[src/rtl/vdp_bbus_pkg.sv]
// Shared types for the VDP1 CPU-bus initiator: FSM states, latched request
// and the field layout of the first address beat.
package vdp_bbus_pkg;

  typedef enum logic [2:0] {
    IDLE   = 3'd0,
    ADDR_H = 3'd1,
    ADDR_L = 3'd2,
    DATA   = 3'd3,
    END    = 3'd4
  } state_t;

  typedef struct packed {
    logic [24:0] a;
    logic [1:0]  we;
    logic [15:0] d;
  } req_t;

  localparam int WR_BIT = 15;
  localparam int AH_MSB = 8;

  // First address beat: direction flag on top, upper address bits at the bottom.
  function automatic logic [15:0] addr_hi_beat(input logic [24:0] a, input logic [1:0] we);
    logic [15:0] beat;
    beat             = '0;
    beat[WR_BIT]     = |we;
    beat[AH_MSB:0]   = a[24:16];
    return beat;
  endfunction

endpackage

[src/rtl/vdp_bbus_master.sv]
// Single-word initiator for the VDP1 multiplexed CPU bus: two address beats,
// then a data beat held until RDY_N. Optional watchdog: VDP_BBUS_TIMEOUT_EN.
module vdp_bbus_master
  import vdp_bbus_pkg::*;
#(
  parameter int TIMEOUT = 256
) (
  input  logic        CLK,
  input  logic        RST,
  input  logic        CE_R,
  input  logic        REQ,
  input  logic [24:0] REQ_A,
  input  logic [1:0]  REQ_WE,
  input  logic [15:0] REQ_D,
  output logic [15:0] RDATA,
  output logic        BUSY,
  output logic        DONE,
  output logic        ERR,
  output logic [15:0] BUS_DO,
  input  logic [15:0] BUS_DI,
  output logic        BUS_OE,
  output logic        CS_N,
  output logic        AD_N,
  output logic        DTEN_N,
  output logic [1:0]  WE_N,
  input  logic        RDY_N,
  output logic [2:0]  DBG_STATE
);

  // Handshake: REQ is a one-CLK pulse taken only while BUSY=0; BUSY then holds
  // until the CLK on which DONE pulses, and RDATA is valid with that DONE.

  state_t      state, state_nxt;
  req_t        req_q;
  logic        busy_q, done_q, err_q;
  logic [15:0] rdata_q;
  logic        is_wr;
  logic        to_hit;
  logic        go_end;

  assign is_wr  = |req_q.we;
  assign go_end = CE_R && (state == DATA) && (!RDY_N || to_hit);

`ifdef VDP_BBUS_TIMEOUT_EN
  localparam int TO_W = $clog2(TIMEOUT) + 1;
  localparam logic [TO_W-1:0] TO_LAST = TO_W'(TIMEOUT - 1);

  logic [TO_W-1:0] to_cnt;

  always_ff @(posedge CLK) begin
    if (RST) begin
      to_cnt <= '0;
    end else if (CE_R) begin
      if (state == ADDR_L)
        to_cnt <= '0;
      else if (state == DATA && RDY_N)
        to_cnt <= to_cnt + 1'b1;
    end
  end

  assign to_hit = (state == DATA) && RDY_N && (to_cnt == TO_LAST);
`else
  // Without the watchdog DATA waits forever; TIMEOUT has no effect.
  assign to_hit = (TIMEOUT < 0);
`endif

  always_ff @(posedge CLK) begin
    if (RST) begin
      state   <= IDLE;
      req_q   <= '0;
      busy_q  <= 1'b0;
      done_q  <= 1'b0;
      err_q   <= 1'b0;
      rdata_q <= '0;
    end else begin
      state  <= state_nxt;
      done_q <= go_end;
      err_q  <= go_end && RDY_N;
      if (REQ && !busy_q) begin
        req_q  <= '{a: REQ_A, we: REQ_WE, d: REQ_D};
        busy_q <= 1'b1;
      end else if (go_end) begin
        busy_q <= 1'b0;
      end
      // A completion with RDY_N still high can only be a watchdog abort.
      if (go_end && !is_wr)
        rdata_q <= RDY_N ? 16'hFFFF : BUS_DI;
    end
  end

  always_comb begin
    state_nxt = state;
    CS_N      = 1'b1;
    AD_N      = 1'b1;
    DTEN_N    = 1'b1;
    WE_N      = 2'b11;
    BUS_OE    = 1'b0;
    BUS_DO    = '0;
    case (state)
      IDLE: begin
        if (CE_R && busy_q) state_nxt = ADDR_H;
      end
      ADDR_H: begin
        CS_N   = 1'b0;
        AD_N   = 1'b0;
        BUS_OE = 1'b1;
        BUS_DO = addr_hi_beat(req_q.a, req_q.we);
        if (CE_R) state_nxt = ADDR_L;
      end
      ADDR_L: begin
        CS_N   = 1'b0;
        AD_N   = 1'b0;
        BUS_OE = 1'b1;
        BUS_DO = req_q.a[15:0];
        if (CE_R) state_nxt = DATA;
      end
      DATA: begin
        CS_N   = 1'b0;
        DTEN_N = 1'b0;
        if (is_wr) begin
          BUS_OE = 1'b1;
          BUS_DO = req_q.d;
          WE_N   = ~req_q.we;
        end
        if (go_end) state_nxt = END;
      end
      END: begin
        if (CE_R) state_nxt = IDLE;
      end
      default: state_nxt = IDLE;
    endcase
  end

  assign RDATA     = rdata_q;
  assign BUSY      = busy_q;
  assign DONE      = done_q;
  assign ERR       = err_q;
  assign DBG_STATE = state;

endmodule

[config.mk]
export PLATFORM = sky130hd
export DESIGN_NAME = vdp_bbus_master
export DESIGN_NICKNAME = d
export VERILOG_FILES = /design/src/rtl/vdp_bbus_pkg.sv /design/src/rtl/vdp_bbus_master.sv
export SDC_FILE = /design/constraint.sdc
export NUM_CORES = 1
export LEC_CHECK = 0
export BUFFER_PORTS_ARGS = -buffer_cell sky130_fd_sc_hd__buf_2
export CORE_AREA = 3 3 100 102
export CTS_BUF_LIST = sky130_fd_sc_hd__clkbuf_8
export DETAILED_ROUTE_END_ITERATION = 16
export DIE_AREA = 0 0 103 105
export PLACE_DENSITY = 0.58
export SYNTH_ARGS = -nofsm -noshare
export SYNTH_HDL_FRONTEND = slang
export SYNTH_SLANG_ARGS = --single-unit
[constraint.sdc]
create_clock -name CLK -period 1.6 [get_ports CLK]
set_clock_uncertainty 0.15 [all_clocks]
set_input_delay 0.08 -clock CLK [delete_from_list [all_inputs] [get_ports CLK]]
set_output_delay 0.08 -clock CLK [all_outputs]
set_load 0.005 [all_outputs]
### Word level (Yosys, flattened, before mapping)

Index checks and enable logic that the tools add are counted.

* bits of input ports: 64
* bits in writable memories: 0
* memories: 0
* bits in read-only memories: 0
* word-level logic and storage cells: 51
* bits in latches: 0
* output and inout port bits: 44
* flip-flop bits (word level): 65

* equality and inequality tests: 9
* divide/modulo/power cells: 0
* order comparisons: 0
* mux-type cells: 18
* shifts and indexed selects: 0
* reduce and logical (&&, ||, !) cells: 15
* multiply operators: 0
* add/sub/neg operators: 0
* bitwise gates (word level): 1

Operator list (number)
* case mux 16 bit (3 select lines): 1
* two-way mux 16 bit: 2
* two-way mux 3 bit: 5
* case mux 3 bit (5 select lines): 1
* inequality test 2 bit, second input constant: 5
* == test 3 x 2 -> 1 bit, second input constant: 2
* logical AND 1 bit: 6
* two-way mux 1 bit: 6
* AND reduction 5 bit: 1
* two-way mux 2 bit: 2
* OR reduction 2 bit: 2
* == test 3 x 1 -> 1 bit, second input constant: 1
* == test 3 bit, second input constant: 1
* zero test 1 bit: 3
* zero test 3 bit: 1
* OR reduction 3 bit: 1
* inverter 2 bit: 1
* case mux 1 bit (2 select lines): 1
* nonzero test 2 bit: 1

### Longest topological paths before layout

Gate-level depths: netlist of run 1.

* depth in word-level cells: 5
* mapped depth: 7
* depth with buffers taken out: 5

### Least setup slack after synthesis of run 1

Ideal clock, no wire load.

* path type: flip-flop to flip-flop
* start point: register state[0] (netlist: DBG_STATE[0])
* end point: register rdata_q[10] (netlist: RDATA[10])
* stages on the path, launching flop included: 6
* library setup time: 72 ps
* clock period less this slack: 1701 ps
* required time: 1378 ps
* slack: -101 ps
* path buffers: 2
* arrival: 1479 ps
* path through: dfxtp_1 -> buf_2 -> nand3b_1 -> nor4_4 -> buf_6 -> mux2i_1

* word-level cells in the longest chain between the ends: 4

RTL lines
* from (decl): line vdp_bbus_master.sv:33 `state_t state, state_nxt;`
* from (signal assigned): line vdp_bbus_master.sv:76 `state <= state_nxt;`
* == test 3 x 2 -> 1 bit: line vdp_bbus_master.sv:42 `assign go_end = CE_R && (state == DATA) && (!RDY_N || to_hit);`
* logical AND 1 bit (2 in series): line vdp_bbus_master.sv:42
* logical AND 1 bit: line vdp_bbus_master.sv:86 `if (go_end && !is_wr)`
* to (signal assigned): line vdp_bbus_master.sv:87 `rdata_q <= RDY_N ? 16'hFFFF : BUS_DI;`
* to (decl): line vdp_bbus_master.sv:36 `logic [15:0] rdata_q;`

No other way between the ends.
A chain may end at the register's enable or synchronous reset.

### Worst setup path after layout of run 1

* start point: register state[1] (netlist: DBG_STATE[1])
* end point: output BUS_DO[7]

* word-level cells in the longest chain between the ends: 2
* elaborated cells between the ends (all ways): 4
* those cells by class: eq/ne: 3; mux: 1

RTL lines
* == test 3 x 2 -> 1 bit or == test 3 x 1 -> 1 bit (tied branches): line vdp_bbus_master.sv:99 `case (state)`
* case mux 16 bit (3 select lines) (*): line vdp_bbus_master.sv:99
* to (decl): line vdp_bbus_master.sv:19 `output logic [15:0] BUS_DO,`

Every way passes the cells marked *; elsewhere a longest branch is shown, timed or not.

==> results of run 1 <==
-- critical path, delay by kind of cell (launching register included) --
kind                   cells  cell delay, ns
AO/OA/AOI/OAI              1            0.33
buffers and inverters      4            0.48
flip-flops                 1            0.34
AND/OR/NAND/NOR            2            0.13
-- state kept, by name, indices dropped and copies added, names as in the netlist --
name       count
ERR            1
req_q         43
DONE           1
BUSY           1
DBG_STATE      3
RDATA         16
-- layout make-up --
type | instances | share of cell area (%)
flip-flops and latches | 65 | 28.86
well taps | 111 | 3.062
clock buffers | 9 | 2.731
clock inverters | 7 | 1.572
inverters | 3 | 0.3034
multi-input cells | 234 | 30.34
repair buffers | 196 | 33.13
-- cells in the mapped netlist (2+ instances only) --
| cell type | count |
|---|---|
| a21oi_1 | 46 |
| nand2_1 | 89 |
| o21ai_0 | 3 |
| a221o_1 | 9 |
| a22o_1 | 6 |
| inv_1 | 3 |
| nor2_1 | 5 |
| mux2i_1 | 16 |
| clkbuf_1 | 17 |
| and2_1 | 9 |
| dfxtp_1 | 65 |
| buf_1 | 2 |
| nand2b_1 | 34 |
-- worst paths after layout --
path	start	endpoint	slack (ns)	cells after the start
max reg2reg	DBG_STATE[1]$_SDFFE_PP0P_	RDATA[10]$_SDFFE_PP0P_	-0.05	7
min reg2reg	req_q[41]$_SDFFE_PP0P_	req_q[41]$_SDFFE_PP0P_	0.30	2
max	DBG_STATE[1]$_SDFFE_PP0P_	BUS_DO[7]	-0.27	7
min	RST	DBG_STATE[2]$_SDFFE_PP0P_	0.11	2
-- kinds of logic after synthesis --
logic type / synth area share [%]
AO/OA/AOI/OAI: 15.70
XOR/XNOR: 0.3223
buffers and inverters: 3.913
flip-flops: 47.88
multiplexers: 5.893
other: 0.1380
AND/OR/NAND/NOR: 26.15
-- per-stage QoR --
stage	instance area [µm²]	utilization [%]	std cells
after floorplan	2726	-	324
after detailed placement	3482	37.86	535
final	4536	49.32	625
after global placement	3482	37.86	535
after CTS	4468	48.59	622
after global routing	4536	49.32	625
-- timing repair --
action,in CTS,in global routing
resized for setup,20,15
hold buffers,61,0
cloned,2,0
setup endpoints to repair,16,36
setup buffers,8,4
hold endpoints to repair,62,0
pin swaps,18,8
-- power by group through the flow --
stage | Clock, W | Sequential (W) | Combinational (W)
3_3_place_gp | 0 | 0.00178 | 0.000412
6_report | 0.00137 | 0.00174 | 0.000592
2_1_floorplan | 0 | 0.00176 | 0.000221
3_5_place_dp | 0 | 0.00178 | 0.000417
4_1_cts | 0.00141 | 0.00174 | 0.000576
5_1_grt | 0.00148 | 0.00175 | 0.000654
-- layer usage --
layer  vias to the layer above  GRT usage [%]
met2                        72          28.00
met4                         0          6.198
met1                      1325          20.06
met5                         -              0
met3                        14          1.802
li1                       1455              -
==> results.yml, run 1 <==
run_status:
  outcome: "finished with violations"
  violations: "negative setup slack"
sta:
  tightest_slew_ns: 0.6128
  fmax_mhz: 535.9
  rsz0062_at_grt: "yes"
  hold_viol: 0
  relSlewSlack_pct: 59.14
  hold_slack_ns: 0.1131
  drv_slew: 0
  finalCritPeriodShare_pct: 116.6
  finalWorstPathRequiredPeriod_ns: 1.866
  finalSetupViolations: 32
  fin_ws_ns: -0.2660
  fin_setup_tns_ns: -4.337
yosys:
  avgSynthCellArea_um2: 8.388
  ys.flop_type: "dfxtp_1"
  ys_seq_elements: 65
  syn-cell-area_mm2: 0.002718
  synth_edf_count: 0
  syn-num-nets: 388
  async_reset_ff_share_pct: 0
  synthCells: 324
  yosysUniqueCellTypes: 33
  yosys-top-cells-area: "dfxtp_1, nand2_1, a21oi_1"
  seq_area_frac_synth_pct: 47.88
  synth.top_cell.area_share_pct: 47.88
  synth_top_area_cell: "dfxtp_1"
  yosysWarnings: 0
critical_path:
  path_cells: "buf_6, nand2b_4, buf_6, nor2_4, buf_12, a221o_1, buf_2"
  critPathCaptureType: "output port"
  cp_slowest_stage_delay_ns: 0.34
  arrival_ns: 1.64
  worst_setup_path_start_kind: "flop"
  path_max_fanout: 8
  crit_type: "reg -> out"
  crit_path_top_delay_cell: "dfxtp_2"
  cp.required_ns: 1.37
  cp_common_cell: "buf_6"
drt:
  top_layer: "met4"
  viasPerCell: 4.586
  drtPass1Iterations: 4
  antenna_left: 0
  vias: 2866
  wl_per_cell_um: 13.70
  m1WireLength_um: 3679
  drc: 0
  drt-total-wl_um: 8563
  wl_met2_um: 4415
  drt_iter0_markers: 113
  met3_length_um: 313
clock_network:
  cts_buffer_depth: 2
  clkLatencyLatePin_ns: 0.34
  cts-buffers-inserted: 9
  h-tree-depth: 3
  numClockSinks: 65
  clk_pin_slew_ns: 0.08
  clock-root-buffer: "clkbuf_8"
  cts_tree: "done"
grt:
  grt.overflow.total: 0
  antenna_found_initial: 0
  grt_max_degree: 45
  grt_pass1_wl_um: 13880
  first_global_vias: 2878
  grt_usage_pct: 16.15
power_and_ir_drop:
  switchingPower_w: 0.0009650
  sw_frac_of_total_pct: 26.06
  p_leak_nw: 1.944
  power.total_w: 0.003702
  power_frac_comb_pct: 16.0
  power.density_mw_per_mm2: 816.3
  ir_drop_mv: 0.4032
  seqPwrFrac_pct: 47.0
  internal_power_w: 0.002737
  p_clk_share_pct: 37.0
floorplan:
  die_width_um: 103
  initial_core_util_pct: 29.55
  core-area_mm2: 0.009196
  placementRows: 35
  die_h_um: 105
  die_area_mm2: 0.01082
  num_io_pins: 108
cells_and_area:
  multi_input_comb_area_mm2: 0.001376
  layout_common_cells: "buf_2, nand2_1, dfxtp_1, dlygate4sd3_1, a21oi_1"
  antenna_cells: 0
  syn2layout_area_growth_pct: 66.90
  drive_gt1_share_pct: 33.27
  fillers: 869
  seq_area_mm2: 0.001309
  layout.nets: 573
  final_common_cell: "buf_2"
worst_hold_path:
  hp-class: "in -> reg"
placed_design:
  gp_congestion: 0.8093
  dpl_worst_slack_ns: -0.2009
  io_buffers: 107
  dp_hpwl_um: 5320
run:
  cap_violations: 0
Power figures use the tool's default switching activity.
==> inputs of run 2 (changes only) <==
- TNS_END_PERCENT: not set -> 50
==> results.yml, run 2 (synthesis gave the netlist of run 1 again) <==
critical_path:
  path_max_fanout: 8
  critPathCaptureType: "output port"
  endpoint: "BUS_DO[7]"
  r2r_setup_slack_ns: -0.06
  crit_path_top_delay_cell: "dfxtp_2"
  setup.worst_path.start: "DBG_STATE[1]$_SDFFE_PP0P_"
  worst-path-stages: 7
  cp.required_ns: 1.37
  cp_common_cell: "buf_6"
  rr_startpoint: "DBG_STATE[1]$_SDFFE_PP0P_"
  cp_top_family: "buffers and inverters"
  r2r_cells: 7
  r2r-end: "RDATA[10]$_SDFFE_PP0P_"
  worst_setup_path_start_kind: "flop"
  cp_num_buf_inv: 4
  cp_slowest_stage_delay_ns: 0.34
  crit_type: "reg -> out"
  path_cells: "buf_6, nand2b_4, buf_6, nor2_4, buf_12, a221o_1, buf_2"
  arrival_ns: 1.64
cells_and_area:
  layout_common_cells: "buf_2, nand2_1, dfxtp_1, dlygate4sd3_1, a21oi_1"
  drive_gt1_share_pct: 33.07
  syn2layout_area_growth_pct: 66.62
  final_cells: 625
  regMostFlops: "req_q"
  layout.nets: 573
  antenna_cells: 0
  final_common_cell: "buf_2"
  largest_register_ffs: 43
floorplan:
  initial_core_util_pct: 29.55
  placementRows: 35
  num_io_pins: 108
  die_width_um: 103
  core-area_mm2: 0.009196
  die_h_um: 105
  die_area_mm2: 0.01082
drt:
  vias: 2849
  drc: 0
  drtPass1Iterations: 4
  viasPerCell: 4.558
  drt_iter0_markers: 113
  antenna_left: 0
  drt-total-wl_um: 8482
  wl_per_cell_um: 13.57
power_and_ir_drop:
  power.density_mw_per_mm2: 816.2
  p_clk_share_pct: 37.0
  power.total_w: 0.003696
  p_leak_nw: 1.940
  power_frac_comb_pct: 15.9
  switchingPower_w: 0.0009596
  internal_power_w: 0.002736
  sw_frac_of_total_pct: 25.96
  ir_drop_mv: 0.4012
  seqPwrFrac_pct: 47.1
sta:
  fin_ws_ns: -0.2682
  rsz0062_at_grt: "yes"
  drv_slew: 0
  finalSetupViolations: 32
  fmax_mhz: 535.3
  finalCritPeriodShare_pct: 116.8
  relSlewSlack_pct: 59.39
  hold_slack_ns: 0.1116
  fin_setup_tns_ns: -4.518
  tightest_slew_ns: 0.6091
  hold_viol: 0
  finalWorstPathRequiredPeriod_ns: 1.868
placed_design:
  dp_hpwl_um: 5320
  io_buffers: 107
  dpl_worst_slack_ns: -0.2009
  dp_cells: 535
  gp_congestion: 0.8093
run:
  cap_violations: 0
grt:
  antenna_found_initial: 0
  grt_max_degree: 45
  grt_usage_pct: 16.15
  grt.overflow.total: 0
  grt_pass1_wl_um: 13880
  first_global_vias: 2878
clock_network:
  h-tree-depth: 3
  clock-root-buffer: "clkbuf_8"
  cts-buffers-inserted: 9
  cts_tree: "done"
  cts_buffer_depth: 2
  clk_pin_slew_ns: 0.08
  clkLatencyLatePin_ns: 0.34
  numClockSinks: 65
worst_hold_path:
  hp-class: "in -> reg"
run_status:
  outcome: "finished with violations"
  violations: "negative setup slack"
[run 2: metrics by stage]
step	util [%]	area, µm²
after detailed placement	37.86	3482
after floorplan	-	2726
after global placement	37.86	3482
after CTS	48.59	4468
after global routing	49.24	4528
final	49.24	4528
[run 2: what timing repair did]
item,in CTS,in global routing
pin swaps,18,9
endpoints found under the setup margin,16,36
buffers inserted,8,4
gates resized for setup,20,13
hold buffers,61,0
cloned,2,0
endpoints found under the hold margin,62,0
[run 2: layout make-up]
| type | instances | area, µm² |
|---|---|---|
| Inverter | 3 | 13.76 |
| Fill cell | 872 | 4668 |
| Timing Repair Buffer | 196 | 1503 |
| Clock inverter | 7 | 71.32 |
| Tap cell | 111 | 138.9 |
| Multi-Input combinational cell | 234 | 1369 |
| Sequential cell | 65 | 1309 |
| Clock buffer | 9 | 123.9 |
[run 2: how the worst min path moves through the flow]
stage             start                        end  slack [ns]  cells after the start
2_1_floorplan      CE_R  DBG_STATE[0]$_SDFFE_PP0P_        0.03                      1
3_3_place_gp   REQ_A[1]     req_q[19]$_SDFFE_PP0P_        0.17                      3
3_5_place_dp   REQ_A[1]     req_q[19]$_SDFFE_PP0P_        0.18                      3
4_1_cts             RST            DONE$_SDFF_PP0_         0.1                      2
5_1_grt             REQ     req_q[29]$_SDFFE_PP0P_        0.15                      5
6_report            RST  DBG_STATE[2]$_SDFFE_PP0P_        0.11                      2
[run 2: layer usage]
| layer | share of wire (%) | wire, µm | up-vias | GRT usage, % |
|---|---|---|---|---|
| li1 | - | - | 1456 | - |
| met1 | 43 | 3610 | 1303 | 20.06 |
| met2 | 52 | 4370 | 76 | 28.00 |
| met3 | 4.1 | 346 | 14 | 1.802 |
| met4 | 1.8 | 154 | 0 | 6.198 |
| met5 | 0 | 0 | - | 0 |
[run 2: power groups by stage]
stage	registers (W)	clock network [W]	logic [W]
after floorplan	0.00176	0	0.000221
after global placement	0.00178	0	0.000412
after detailed placement	0.00178	0	0.000417
after CTS	0.00174	0.00141	0.000576
after global routing	0.00175	0.00148	0.000651
final	0.00174	0.00137	0.000587
[run 2: worst reg2reg max path, delay by kind of cell (launching register included)]
family	cells	cell delay [ns]
buffers and inverters	4	0.56
DFF	1	0.36
and+or+nand+nor	2	0.32
muxes	1	0.21
